## src/rtl/leaf_stream_packetizer.sv

```systemverilog
// leaf_stream_packetizer: wraps a 32-bit ap_vld/ap_ack user stream into BFT
// packets addressed to a programmed leaf/port, with credit-based flow control
// against the receiving leaf's buffer and a rolling slot address.
module leaf_stream_packetizer #(
  parameter int unsigned PACKET_BITS           = 49,
  parameter int unsigned PAYLOAD_BITS          = 32,
  parameter int unsigned NUM_LEAF_BITS         = 5,
  parameter int unsigned NUM_PORT_BITS         = 4,
  parameter int unsigned NUM_ADDR_BITS         = 7,
  parameter int unsigned FREESPACE_UPDATE_SIZE = 64
) (
  input  logic                     clk_bft,
  input  logic                     reset_n,
  input  logic [PACKET_BITS-1:0]   din_leaf_bft2interface,
  output logic [PACKET_BITS-1:0]   dout_leaf_interface2bft,
  input  logic                     resend,
  input  logic [PAYLOAD_BITS-1:0]  din_user,
  input  logic                     vld_user,
  output logic                     ack_user,
  output logic                     configured,
  output logic [NUM_ADDR_BITS:0]   credits
);

  localparam int unsigned CW        = NUM_ADDR_BITS + 1;
  localparam int unsigned DEPTH     = 1 << NUM_ADDR_BITS;
  localparam int unsigned ADDR_LSB  = PAYLOAD_BITS;
  localparam int unsigned PORT_LSB  = ADDR_LSB + NUM_ADDR_BITS;
  localparam logic [CW-1:0] CRED_MAX = CW'(DEPTH);
  localparam logic [CW:0]   CRED_ADD = (CW + 1)'(FREESPACE_UPDATE_SIZE);
  localparam logic [1:0]    TYPE_CFG = 2'b01;
  localparam logic [1:0]    TYPE_UPD = 2'b10;

  logic [NUM_LEAF_BITS-1:0] dest_leaf;
  logic [NUM_PORT_BITS-1:0] dest_port;
  logic [NUM_ADDR_BITS-1:0] addr;

  logic [PAYLOAD_BITS-1:0]  ctrl_payload;
  logic                     is_ctrl;
  logic                     cfg_hit;
  logic                     upd_hit;
  logic                     send;
  logic [CW:0]              cred_sum;
  logic [CW-1:0]            cred_next;
  logic                     unused_din;

  // Every incoming bit is inspected only through the decode below.
  assign unused_din = ^din_leaf_bft2interface;

  // Control packet decode and send qualification.
  always_comb begin
    ctrl_payload = din_leaf_bft2interface[PAYLOAD_BITS-1:0];
    is_ctrl      = din_leaf_bft2interface[PACKET_BITS-1] &&
                   (din_leaf_bft2interface[PORT_LSB +: NUM_PORT_BITS] == '0);
    cfg_hit      = is_ctrl && (ctrl_payload[PAYLOAD_BITS-1 -: 2] == TYPE_CFG) &&
                   (ctrl_payload[NUM_PORT_BITS-1:0] != '0);
    upd_hit      = is_ctrl && (ctrl_payload[PAYLOAD_BITS-1 -: 2] == TYPE_UPD);
    send         = vld_user && configured && (credits != '0) && !resend;
  end

  assign ack_user = send;

  // Next credit count: consume one per send, restore on update, saturate at depth.
  always_comb begin
    cred_sum  = {1'b0, credits};
    cred_next = credits;
    if (send) begin
      cred_sum = cred_sum - (CW + 1)'(1);
    end
    if (upd_hit) begin
      cred_sum = cred_sum + CRED_ADD;
    end
    if (cred_sum > {1'b0, CRED_MAX}) begin
      cred_next = CRED_MAX;
    end else begin
      cred_next = cred_sum[CW-1:0];
    end
  end

  // Output packet, slot address, credits and destination registers.
  always_ff @(posedge clk_bft or negedge reset_n) begin
    if (!reset_n) begin
      dout_leaf_interface2bft <= '0;
      configured              <= 1'b0;
      credits                 <= CRED_MAX;
      addr                    <= '0;
      dest_leaf               <= '0;
      dest_port               <= '0;
    end else begin
      if (!resend) begin
        if (send) begin
          dout_leaf_interface2bft <= {1'b1, dest_leaf, dest_port, addr, din_user};
        end else begin
          dout_leaf_interface2bft <= '0;
        end
      end
      if (send) begin
        addr <= addr + NUM_ADDR_BITS'(1);
      end
      credits <= cred_next;
      if (cfg_hit) begin
        dest_leaf  <= ctrl_payload[NUM_PORT_BITS +: NUM_LEAF_BITS];
        dest_port  <= ctrl_payload[NUM_PORT_BITS-1:0];
        configured <= 1'b1;
      end
    end
  end

endmodule

```

## config.mk

```make
export PLATFORM = sky130hd
export DESIGN_NAME = leaf_stream_packetizer
export DESIGN_NICKNAME = d
export VERILOG_FILES = /design/src/rtl/leaf_stream_packetizer.sv
export SDC_FILE = /design/constraint.sdc
export NUM_CORES = 1
export LEC_CHECK = 0
export ABC_AREA = 1
export BUFFER_PORTS_ARGS = -buffer_cell sky130_fd_sc_hd__buf_2
export CELL_PAD_IN_SITES_DETAIL_PLACEMENT = 0
export CELL_PAD_IN_SITES_GLOBAL_PLACEMENT = 1
export CORE_MARGIN = 10
export CORE_UTILIZATION = 37
export DETAILED_ROUTE_END_ITERATION = 16
export PLACE_DENSITY_LB_ADDON = 0.1
export SLEW_MARGIN = 20
export SYNTH_ARGS = -nofsm -noshare
export SYNTH_HDL_FRONTEND = slang
export SYNTH_SLANG_ARGS = --single-unit
export TNS_END_PERCENT = 100
```

## constraint.sdc

```tcl
create_clock -name clk_bft -period 6.8 [get_ports clk_bft]
set_clock_uncertainty 0.05 [all_clocks]
set_input_delay 0.34 -clock clk_bft [delete_from_list [all_inputs] [get_ports clk_bft]]
set_output_delay 0.34 -clock clk_bft [all_outputs]
set_load 0.05 [all_outputs]
```

* After elaboration in Yosys (flattened, before gate mapping)
Cells that the tools add are included.
W data, S select, Z words.
** Operators by class
- Add/sub/neg operators :: 3
- Magnitude comparators :: 1
- Equal/unequal tests :: 2
- Mux-type cells :: 4
- Reduce and logical (&&, ||, !) cells :: 11
** Operators by type and width (count)
- $mux W49 :: 1
- $mux W9 :: 2
- $add A9 B7 Y9 const B :: 1
- $gt A9 B8 Y1 const B :: 1
- $sub A8 B1 Y9 const B :: 1
- $mux W8 :: 1
- $reduce_bool A8 Y1 :: 1
- $add A7 B1 Y7 const B :: 1
- $logic_and A1 B1 Y1 :: 7
- $logic_not A4 Y1 :: 1
- $reduce_bool A4 Y1 :: 1
- $eq A2 B1 Y1 const B :: 1
- $eq A2 B2 Y1 const B :: 1
- $logic_not A1 Y1 :: 1
** Storage, ports and cells
- Bits in registers :: 74
- Output and inout port bits :: 59

* Depth between registers and ports, before layout
Gate-level depths: netlist (run 1).
- Depth in word-level cells :: 8
- Mapped depth :: 16
- Mapped depth without buffers :: 15

* Worst setup path after synthesis (run 1)
No wires, ideal clock.
- Path type :: register -> register
- Start point :: register credits[0]
- End point :: register credits[6]
- Data arrival time :: 2.600 ns
- Slack :: 4.078 ns
- Stages on the path, launching flop included :: 15
- Buffers on the path :: 2
- Path through :: dfrtp_1 > inv_1 > ha_1 > nand2_2 > nor2_1 > nor2_2 > buf_4 > buf_2 > o21a_1 > ha_1 > inv_1 > nor2_1 > xor2_1 > nand3_1 > nor2_1
** On the way
- Word-level cells in the longest chain between the ends :: 8
- Elaborated cells on any way between the ends :: 9
- Classes of those cells :: add/sub: 2; order compare: 1; mux: 3; reduce/logical: 3
** Ends and longest elaborated chain
- start, declared :: RTL line 21 : output logic [NUM_ADDR_BITS:0] credits
- start signal, assigned :: RTL line 99 : credits <= cred_next;
- $reduce_bool A8 Y1 (*) :: RTL line 57 : send = vld_user && configured && (credits != '0) && !resend;
- $logic_and A1 B1 Y1 (*) (2 in a row) :: RTL line 57
- via ack_user :: RTL line 19 : output logic ack_user,
- $mux W9 (*) :: RTL line 66 : if (send) begin
- $add A9 B7 Y9 :: RTL line 70 : cred_sum = cred_sum + CRED_ADD;
- $mux W9 (*) :: RTL line 69 : if (upd_hit) begin
- $gt A9 B8 Y1 :: RTL line 72 : if (cred_sum > {1'b0, CRED_MAX}) begin
- $mux W8 (*) :: RTL line 72
- via cred_next[6] :: RTL line 43 : logic [CW-1:0] cred_next;
Mark *: on every way through the listed nets, which the timed path passes. The rest lies on a longest branch.
A chain may end at the register's enable or synchronous reset.

* Final worst setup path (run 1)
- Start point :: register credits[0]
- End point :: output port ack_user
** On the way
- Word-level cells in the longest chain between the ends :: 3
** Ends and longest elaborated chain (RTL line)
- $reduce_bool A8 Y1 :: 57
- $logic_and A1 B1 Y1 (2 in a row) :: 57
- end, declared :: 19
No other way between the ends.

==> flow_summary.toml, run 1 <==
[floorplan]
io_pins = 144
die_x_um = 112
die_y_um = 112
design.die.area_um2 = 12500
initial_core_util = 0.380
fp-row-count = 33
core_um2 = 8180

[worst_setup_path]
cpMaxStageDelayCell = "buf_4"
crit_path_end_kind = "output pin"
critical_path.cell_chain = "inv_1, ha_1, nand2_2, nor2_1, nor2_4, buf_4, buf_2"
cp-start-kind = "flip-flop"
criticalPathCategory = "reg -> out"
arrival_ps = 2140
path_buf_inv = 3
required_ps = 6410
max_stage_delay_ps = 440
crit_path_max_fanout = 44
critPathTopFamily = "buffers and inverters"

[placed_design]
dpl.hpwl_um = 5650
numPortBuffers = 110
place_inst = 508
place_area_um2 = 3740
gp_congestion = 0.758

[yosys]
yosysTopAreaCell = "dfrtp_1"
ys.flop_type = "dfrtp_1"
syn_nets = 394
async_reset_ff_frac = 1.00
ys_warn_count = 0
synth_most_common_cell = "dfrtp_1"
yosysSeqAreaShare = 0.596
synthCells = 305
ys_ff_latch = 74
syn_area_um2 = 3110
synth_edf_count = 0
synth.distinct_cells = 32
avgSynthCellArea_um2 = 10.2
synth_top_cell_area_share = 0.588
ys_top_cells_by_count = "73 x dfrtp_1, 66 x nand2_1, 33 x a22o_1, 30 x inv_1, 23 x o21ai_0"
synth.area.top_cells = "dfrtp_1 59%, a22o_1 9.3%, nand2_1 8.0%, o21ai_0 3.7%, inv_1 3.6%"

[clock_network]
cts_tree = "built"
htree_num_levels = 3
post_cts_buffers = 0
numCtsBuffers = 9
cts_resized = 0
cts_sinks = 74
path_clk_slew_ps = 80
clk_path_buf_depth = 2
clock_latency_ps = 340
cts-root-buf = "clkbuf_8"
cts.hold.buffers_added = 0

[pwr]
vdd.ir_drop.worst_v = 0.000204
switching_share = 0.437
share_comb_of_total_power = 0.403
clkPwrFrac = 0.229
intPower_uw = 873
power_switching_uw = 678
pwr-share-seq = 0.368
leakagePower_nw = 2.21
p_per_area_nw_per_um2 = 393

[global_routing]
globalRouteOverflowTotal = 0
grt_pass1_wl_um = 13300
grt_pass1_vias = 2486
antenna_found_initial = 0
track_usage = 0.129
grt_max_degree = 75

[status]
status = "completed"

[timing]
finalCritPeriodShare = 0.373
setup_viol = 0
rsz0062_at_grt = "no"
drv_slew = 0
fmax_mhz = 395
worstMarginPinSlew_ps = 916
totalNegativeSetupSlack_ps = 0
hold_violations = 0
relSlewSlack = 0.390
min_period_ps = 2530

[route]
wirelength_um = 7950
drc = 0
wl_per_cell_um = 15.2
drt_iter0_markers = 87
ant_nets = 0
vias_per_cell = 4.67
dr.pass1.iters = 4
vias = 2447

[final_layout]
final_nets = 503
fillers = 821
final_cell_area_um2 = 3950
drive_above_1_share = 0.332
antenna_cells = 0
layoutNonFillerInstCount = 524
area_growth_pct = 27.1

[flow_run]
timing.max_cap.violations = 0

[worst_hold_path]
holdCritPathClass = "in -> async"
[cells by family (layout without fill, tap and decap cells)]
logic type,Yosys count,count (layout),share of synthesized area
simple gates,110,110,0.156
flops,74,74,0.596
compound gates,61,61,0.143
buf+inv,46,160,0.0612
xor+xnor,10,10,0.0282
fa+ha+maj,4,4,0.0161
[flip-flops by register name, summed over array words and instances, names as in the netlist]
register and flops:
credits 8, dout_leaf_interface2bft 49, dest_leaf 5, configured 1
dest_port 4, addr 7
[worst reg2reg max path, stage by stage, from the launching register on]
cell,delay (ps)
dfrtp_1,390
inv_1,180
ha_1,200
nand2_2,70
inv_2,50
nand2_2,80
nand2_2,350
nand2_1,120
nand2_1,120
ha_1,140
inv_1,30
nor2_1,120
xor2_1,240
nand2_2,150
nor2_1,110
[final timing paths]
check / depth (start not counted) / slack, ps / from / to
max: 7 / 4270 / credits[0]$_DFF_PN0_ / ack_user
min: 1 / 80 / reset_n / dout_leaf_interface2bft[46]$_DFFE_PN0N_
max reg2reg: 14 / 4330 / credits[0]$_DFF_PN0_ / credits[2]$_DFF_PN0_
min reg2reg: 1 / 430 / addr[2]$_DFFE_PN0N_ / addr[2]$_DFFE_PN0N_
max in group asynchronous: 1 / 6030 / reset_n / credits[1]$_DFF_PN0_
min in group clk_bft: 3 / 150 / din_leaf_bft2interface[4] / dest_leaf[0]$_DFFE_PN0P_
[through the flow]
| step | hold slack (ps) | setup slack [ps] | utilization | power (mW) |
|---|---|---|---|---|
| floorplan | -5.59 | 4080 | - | 1.06 |
| global placement | 410 | 4250 | 0.458 | 1.21 |
| detailed placement | 416 | 4210 | 0.458 | 1.21 |
| CTS | 119 | 4250 | 0.483 | 1.58 |
| global route | 135 | 4000 | 0.483 | 1.67 |
| finish | 79.8 | 4270 | 0.483 | 1.55 |
[metal layers]
metal | vias up | share of wire | track usage
met5 | - | 0 | 0
met4 | 0 | 0.011 | 0.0411
met3 | 9 | 0.054 | 0.0370
met2 | 66 | 0.46 | 0.199
met1 | 1149 | 0.48 | 0.170
li1 | 1223 | - | -
[layout by cell type (no fill, tap or decap), drive strengths merged]
cell type  synthesis  routed
dfrtp             73      73
xnor2              1       1
o41ai              1       1
nor3               2       2
o21a               1       1
nand4              2       2
or2                1       1
o211ai             1       1
a22o              33      33
ha                 4       4
xor2               9       9
bufinv             0       1
nor3b              1       1
clkbuf             5       9
nand2             70      70
o21ai             24      24
dfstp              1       1
clkinvlp           0       2
clkinv             1       1
nor2              21      21
a32o               1       1
nand3             13      13
inv               31      35
buf                9     112
[layout make-up]
| cell class | instances | area, µm² | share of cell area |
|---|---|---|---|
| clock buffers | 9 | 124 | 0.0314 |
| multi-input cells | 185 | 1070 | 0.271 |
| repair buffers | 112 | 568 | 0.144 |
| clock inverters | 7 | 82.6 | 0.0209 |
| flip-flops and latches | 74 | 1850 | 0.469 |
| well taps | 105 | 131 | 0.0333 |
| inverters | 32 | 120 | 0.0304 |
[power by group through the flow]
| stage | clock [mW] | sequential, mW | combinational (mW) |
|---|---|---|---|
| 3_3_place_gp | 0 | 0.579 | 0.631 |
| 5_1_grt | 0.388 | 0.584 | 0.700 |
| 4_1_cts | 0.368 | 0.573 | 0.636 |
| 3_5_place_dp | 0 | 0.581 | 0.632 |
| 2_1_floorplan | 0 | 0.775 | 0.283 |
| 6_report | 0.355 | 0.571 | 0.626 |
No activity file was read; power rests on OpenSTA's default activity.
==> run 2: changes to the inputs <==
--- a/config.mk
+++ b/config.mk
@@ -5,12 +5,12 @@
 export SDC_FILE = /design/constraint.sdc
 export NUM_CORES = 1
 export LEC_CHECK = 0
-export ABC_AREA = 1
+export ABC_AREA = 0
 export BUFFER_PORTS_ARGS = -buffer_cell sky130_fd_sc_hd__buf_2
 export CELL_PAD_IN_SITES_DETAIL_PLACEMENT = 0
 export CELL_PAD_IN_SITES_GLOBAL_PLACEMENT = 1
 export CORE_MARGIN = 10
-export CORE_UTILIZATION = 37
+export CORE_UTILIZATION = 32
 export DETAILED_ROUTE_END_ITERATION = 16
 export PLACE_DENSITY_LB_ADDON = 0.1
 export SLEW_MARGIN = 20
==> constraint.sdc (replaced) <==
create_clock -name clk_bft -period 2.2 [get_ports clk_bft]
set_clock_uncertainty 0.05 [all_clocks]
set_input_delay 0.11 -clock clk_bft [delete_from_list [all_inputs] [get_ports clk_bft]]
set_output_delay 0.11 -clock clk_bft [all_outputs]
set_load 0.05 [all_outputs]
==> run 2 against run 1 <==
Effect of this change:
- the run now ends with setup timing left
- non-clock buffer count grew 71
- via count shrank 1.1%
- total power grew to 3.3 times the previous value
- synthesized cell count decreased by 29%
- sequential power increased to 3.0 times the previous value
- critical endpoint is now credits[6]$_DFF_PN0_
- largest cell class unchanged
==> flow_summary.toml, run 2 <==
[worst_setup_path]
endpoint = "credits[6]$_DFF_PN0_"
reg2reg_depth = 6
cp-start-kind = "flip-flop"
required_ps = 2430
reg2reg_to = "credits[6]$_DFF_PN0_"
arrival_ps = 2550
crit_path_max_fanout = 4
criticalPathCategory = "reg -> reg"
crit_path_start = "credits[4]$_DFF_PN0_"
crit_path_end_kind = "flip-flop"
reg2reg_from = "credits[4]$_DFF_PN0_"
reg2reg_slack_ps = -130

[final_layout]
final_common_cell = "buf_2"
regMostFlops = "dout_leaf_interface2bft"
final_nets = 488
final_cell_mix = "109 x buf_2, 66 x dfrtp_1, 48 x a22o_1"
antenna_cells = 0
fillers = 874
area_growth_pct = 55.4
drive_above_1_share = 0.484
largestRegisters = "dout_leaf_interface2bft (49), credits (8), addr (7)"
largest_reg_flops = 49

[floorplan]
initial_core_util = 0.325
fp-row-count = 35
die_x_um = 116
core_um2 = 9150
die_y_um = 116
io_pins = 144
design.die.area_um2 = 13500

[worst_hold_path]
holdCritPathClass = "in -> reg"

[clock_network]
numCtsBuffers = 9
cts-root-buf = "clkbuf_8"
path_clk_slew_ps = 90
clock_latency_ps = 350
cts_tree = "built"
cts_sinks = 74
htree_num_levels = 3
clk_path_buf_depth = 2

[route]
wirelength_um = 8710
vias_per_cell = 4.71
dr.pass1.iters = 4
ant_nets = 0
vias = 2421
drc = 0
wl_per_cell_um = 16.9
drt_iter0_markers = 81

[timing]
worstMarginPinSlew_ps = 554
setup_viol = 3
min_period_ps = 2330
relSlewSlack = 0.627
fmax_mhz = 430
hold_ws_ps = 176
hold_violations = 0
drv_slew = 0
finalCritPeriodShare = 1.06
rsz0062_at_grt = "yes"
worst_slack_ps = -125

[placed_design]
pre_cts_slack_ps = -173
numPortBuffers = 110
dpl.hpwl_um = 5940
gp_congestion = 0.755

[pwr]
p_per_area_nw_per_um2 = 1120
vdd.ir_drop.worst_v = 0.000531
leakagePower_nw = 2.39
power_mw = 5.19

[yosys]
synth_most_common_cell = "dfrtp_1"
synth_top_cell_area_share = 0.614
syn_area_um2 = 2970
synth.area.top_cells = "dfrtp_1 61%, a22o_1 14%, mux2_2 4.5%, xnor2_1 2.4%, ha_1 1.7%"
synth.distinct_cells = 36
syn_nets = 307
ys_warn_count = 0
ys_ff_latch = 74
synthCells = 218
yosysSeqAreaShare = 0.623
synth_edf_count = 0
yosysTopAreaCell = "dfrtp_1"
async_reset_ff_frac = 1.00
ys.flop_type = "dfrtp_1"
ys_top_cells_by_count = "73 x dfrtp_1, 48 x a22o_1, 12 x mux2_2, 10 x nor2_1"
avgSynthCellArea_um2 = 13.6

[global_routing]
track_usage = 0.131
grt_max_degree = 51
grt_pass1_vias = 2687
globalRouteOverflowTotal = 0
grt_pass1_wl_um = 13900
antenna_found_initial = 0

[status]
status = "finished, violations left"
violations = "setup timing"

[flow_run]
timing.max_cap.violations = 0
[run 2: routing by layer]
layer | track usage | vias up | part of all wire
li1 | - | 1167 | -
met5 | 0 | - | 0
met4 | 0.0425 | 0 | 0.011
met1 | 0.166 | 1180 | 0.44
met3 | 0.0442 | 8 | 0.075
met2 | 0.207 | 66 | 0.48
[run 2: report_power, final]
| part | switching (mW) | total (mW) | leakage, nW | internal (mW) |
|---|---|---|---|---|
| combinational | 1.40 | 2.27 | 1.27 | 0.875 |
| sequential | 0.148 | 1.74 | 1.00 | 1.60 |
| clock | 0.510 | 1.17 | 0.112 | 0.662 |
[run 2: worst min path at each step]
| stage | slack (ps) | to | cells after the start | start |
|---|---|---|---|---|
| CTS | 160 | credits[6]$_DFF_PN0_ | 4 | din_leaf_bft2interface[48] |
| floorplan | -240 | addr[0]$_DFFE_PN0N_ | 0 | reset_n |
| global route | 210 | credits[6]$_DFF_PN0_ | 4 | din_leaf_bft2interface[30] |
| detailed placement | 70 | credits[6]$_DFF_PN0_ | 1 | reset_n |
| global placement | 60 | credits[6]$_DFF_PN0_ | 1 | reset_n |
| finish | 180 | credits[6]$_DFF_PN0_ | 4 | din_leaf_bft2interface[30] |
[run 2: layout make-up]
| class | count | area [µm²] | area share |
|---|---|---|---|
| inverters | 3 | 11.3 | 0.00244 |
| clock inverters | 5 | 78.8 | 0.0171 |
| repair buffers | 183 | 1240 | 0.269 |
| well taps | 111 | 139 | 0.0301 |
| multi-input cells | 128 | 1150 | 0.248 |
| flip-flops and latches | 74 | 1860 | 0.403 |
| clock buffers | 10 | 138 | 0.0298 |
[run 2: worst max-delay path, cell delays in order (launching register included)]
cell	delay, ps
dfrtp_2	410
or3_4	430
nor3_4	180
mux2_4	340
ha_4	220
or4_1	490
a21oi_1	140
[run 2: per-stage QoR]
step | instance area (µm²) | util | instances | setup TNS, ps
floorplan | 3040 | - | 218 | -781
global placement | 3880 | 0.424 | 448 | -420
detailed placement | 3880 | 0.424 | 448 | -639
CTS | 4590 | 0.501 | 511 | -285
global route | 4620 | 0.505 | 514 | -661
finish | 4620 | 0.505 | 514 | -131
[run 2: kinds of logic (layout without fill, tap and decap cells)]
group,count (synthesis),in the layout,synth area share
fa+ha+maj,4,4,0.0168
mux,13,13,0.0488
compound gates,59,59,0.174
simple gates,43,43,0.0867
buf+inv,16,201,0.0236
flops,74,74,0.623
xor+xnor,9,9,0.0265
[run 2: repair_timing]
item	in CTS	in global routing
hold buffers	42	0
gates resized for setup	2	3
hold endpoints to repair	76	0
pin swaps	8	3
buffers inserted	6	3
endpoints found under the setup margin	10	21
==> run 3: changes to the inputs <==
--- a/config.mk
+++ b/config.mk
@@ -10,7 +10,7 @@
 export CELL_PAD_IN_SITES_DETAIL_PLACEMENT = 0
 export CELL_PAD_IN_SITES_GLOBAL_PLACEMENT = 1
 export CORE_MARGIN = 10
-export CORE_UTILIZATION = 32
+export CORE_UTILIZATION = 38
 export DETAILED_ROUTE_END_ITERATION = 16
 export PLACE_DENSITY_LB_ADDON = 0.1
 export SLEW_MARGIN = 20
==> constraint.sdc (replaced) <==
create_clock -name clk_bft -period 2.7 [get_ports clk_bft]
set_clock_uncertainty 0.05 [all_clocks]
set_input_delay 0.135 -clock clk_bft [delete_from_list [all_inputs] [get_ports clk_bft]]
set_output_delay 0.135 -clock clk_bft [all_outputs]
set_load 0.05 [all_outputs]
==> run 3 against run 2 <==
Effect of this change:
- non-clock buffer count shrank 29
- largest cell class unchanged
- design area fell by 7.6%
- register-to-register slack gained 280 ps
- the run now ends clean
- highest routed layer unchanged
- sequential power is 17% lower
- maximum frequency down 8.8%
- final cell count shrank 7.2%
- total power down 26%
- largest power group is now sequential cells
- sequential share of layout area up 3.1 points
- setup slack improved by 280 ps
==> flow_summary.toml, run 3 (synthesized netlist as in run 2, its figures left out) <==
[timing]
worstMarginPinSlew_ps = 924
relSlewSlack = 0.384
fmax_mhz = 392
setup_viol = 0
finalCritPeriodShare = 0.944
hold_violations = 0
rsz0062_at_grt = "no"
totalNegativeSetupSlack_ps = 0
min_period_ps = 2550
drv_slew = 0

[final_layout]
regMostFlops = "dout_leaf_interface2bft"
area_growth_pct = 43.6
largest_reg_flops = 49
drive_above_1_share = 0.409
final_cell_area_um2 = 4270
final_cell_mix = "109 x buf_2, 71 x dfrtp_1, 48 x a22o_1"
layoutNonFillerInstCount = 477
largestRegisters = "dout_leaf_interface2bft (49), credits (8), addr (7)"
final_nets = 459
final_common_cell = "buf_2"

[clock_network]
cts_sinks = 74
clock_latency_ps = 320
clk_path_buf_depth = 2
post_cts_buffers = 0
htree_num_levels = 3
cts-root-buf = "clkbuf_8"
cts_tree = "built"
path_clk_slew_ps = 80
numCtsBuffers = 9

[placed_design]
place_area_um2 = 3650
gp_congestion = 0.733
place_inst = 421
dpl.hpwl_um = 5180
numPortBuffers = 110

[worst_setup_path]
crit_path_end_kind = "flip-flop"
criticalPathCategory = "reg -> reg"
cp-start-kind = "flip-flop"
reg2reg_to = "credits[6]$_DFF_PN0_"
arrival_ps = 2750
reg2reg_depth = 6
required_ps = 2900
crit_path_max_fanout = 6
reg2reg_from = "credits[3]$_DFF_PN0_"
reg2reg_slack_ps = 150

[floorplan]
fp-row-count = 32
io_pins = 144
design.die.area_um2 = 11800
die_x_um = 108
core_um2 = 7690
initial_core_util = 0.387
die_y_um = 108

[route]
drt_iter0_markers = 64
vias_per_cell = 4.82
vias = 2298
dr.pass1.iters = 4
ant_nets = 0
wl_per_cell_um = 16.4
wirelength_um = 7800
drc = 0

[global_routing]
grt_max_degree = 75
grt_pass1_wl_um = 12700
grtUsageMet3 = 0.0369
track_usage = 0.134
busiest_layer = "met2"
met2_usage = 0.221
globalRouteOverflowTotal = 0
antenna_found_initial = 1
gr-usage-met1 = 0.167
grt_pass1_vias = 2497

[pwr]
p_per_area_nw_per_um2 = 893
vdd.ir_drop.worst_v = 0.000382
leakagePower_nw = 2.24

[worst_hold_path]
hold_depth = 2
min_delay_worst_endpoint = "dest_port[0]$_DFFE_PN0P_"
holdCritPathClass = "in -> reg"
min_from = "din_leaf_bft2interface[0]"

[status]
status = "completed"

[flow_run]
timing.max_cap.violations = 0
==> run 3: cell count changes in the layout (fill, tap and decap cells not counted), moves of 2 or more <==
cell,change
dlygate4sd3_1,-2
dfrtp_2,-5
ha_1,+2
or3_4,-2
buf_4,-25
buf_12,-2
inv_1,+2
inv_2,-2
dfrtp_1,+5
or3_1,+2
ha_4,-2
==> run 3: per-layer routing <==
layer  vias to the layer above  share of wire
li1                       1115              -
met1                      1121           0.43
met2                        54           0.50
met3                         8          0.056
met4                         0         0.0096
met5                         -              0
==> run 3: worst max-delay path by stage <==
stage / start / to
after floorplan: credits[4]$_DFF_PN0_ / credits[6]$_DFF_PN0_
after global placement: credits[3]$_DFF_PN0_ / credits[6]$_DFF_PN0_
after detailed placement: credits[3]$_DFF_PN0_ / credits[6]$_DFF_PN0_
after CTS: credits[3]$_DFF_PN0_ / credits[6]$_DFF_PN0_
after global routing: credits[3]$_DFF_PN0_ / credits[6]$_DFF_PN0_
final: credits[3]$_DFF_PN0_ / credits[6]$_DFF_PN0_
==> run 3: worst max-delay path, stage by stage, from the launching register on <==
cell and delay, ps:
dfrtp_2 440, or3_1 430, nor3_1 210, mux2_2 380, ha_1 310, or4_1 500, a21oi_1 160
==> run 3: area by class of cell <==
class,instances,area [µm²]
sequential,74,1860
timing repair buffer,154,996
antenna,1,2.50
clock buffer,10,138
inverter,3,11.3
clock inverter,5,78.8
fill,711,3420
multi-input combinational,128,1060
tap,102,128
==> run 3: report_power, final <==
| group | internal (mW) | switching, mW | total, mW |
|---|---|---|---|
| Combinational | 0.464 | 0.980 | 1.44 |
| Clock | 0.540 | 0.394 | 0.934 |
| Sequential | 1.30 | 0.141 | 1.44 |
| Total | 2.30 | 1.52 | 3.81 |
==> run 3: through the flow <==
step	hold WS (ps)	worst slack, ps	power (mW)	util
2_1_floorplan	-211	19.4	2.48	-
3_3_place_gp	300	165	2.86	0.475
3_5_place_dp	296	163	2.88	0.475
4_1_cts	3.31	142	3.87	0.554
5_1_grt	13.0	17.0	4.04	0.556
6_report	25.2	151	3.81	0.556
==> run 3: repair_timing <==
item / 4_1_cts / 5_1_grt
endpoints found under the setup margin: 0 / 0
hold buffers: 39 / 1
resized for setup: 0 / 0
endpoints found under the hold margin: 111 / 1
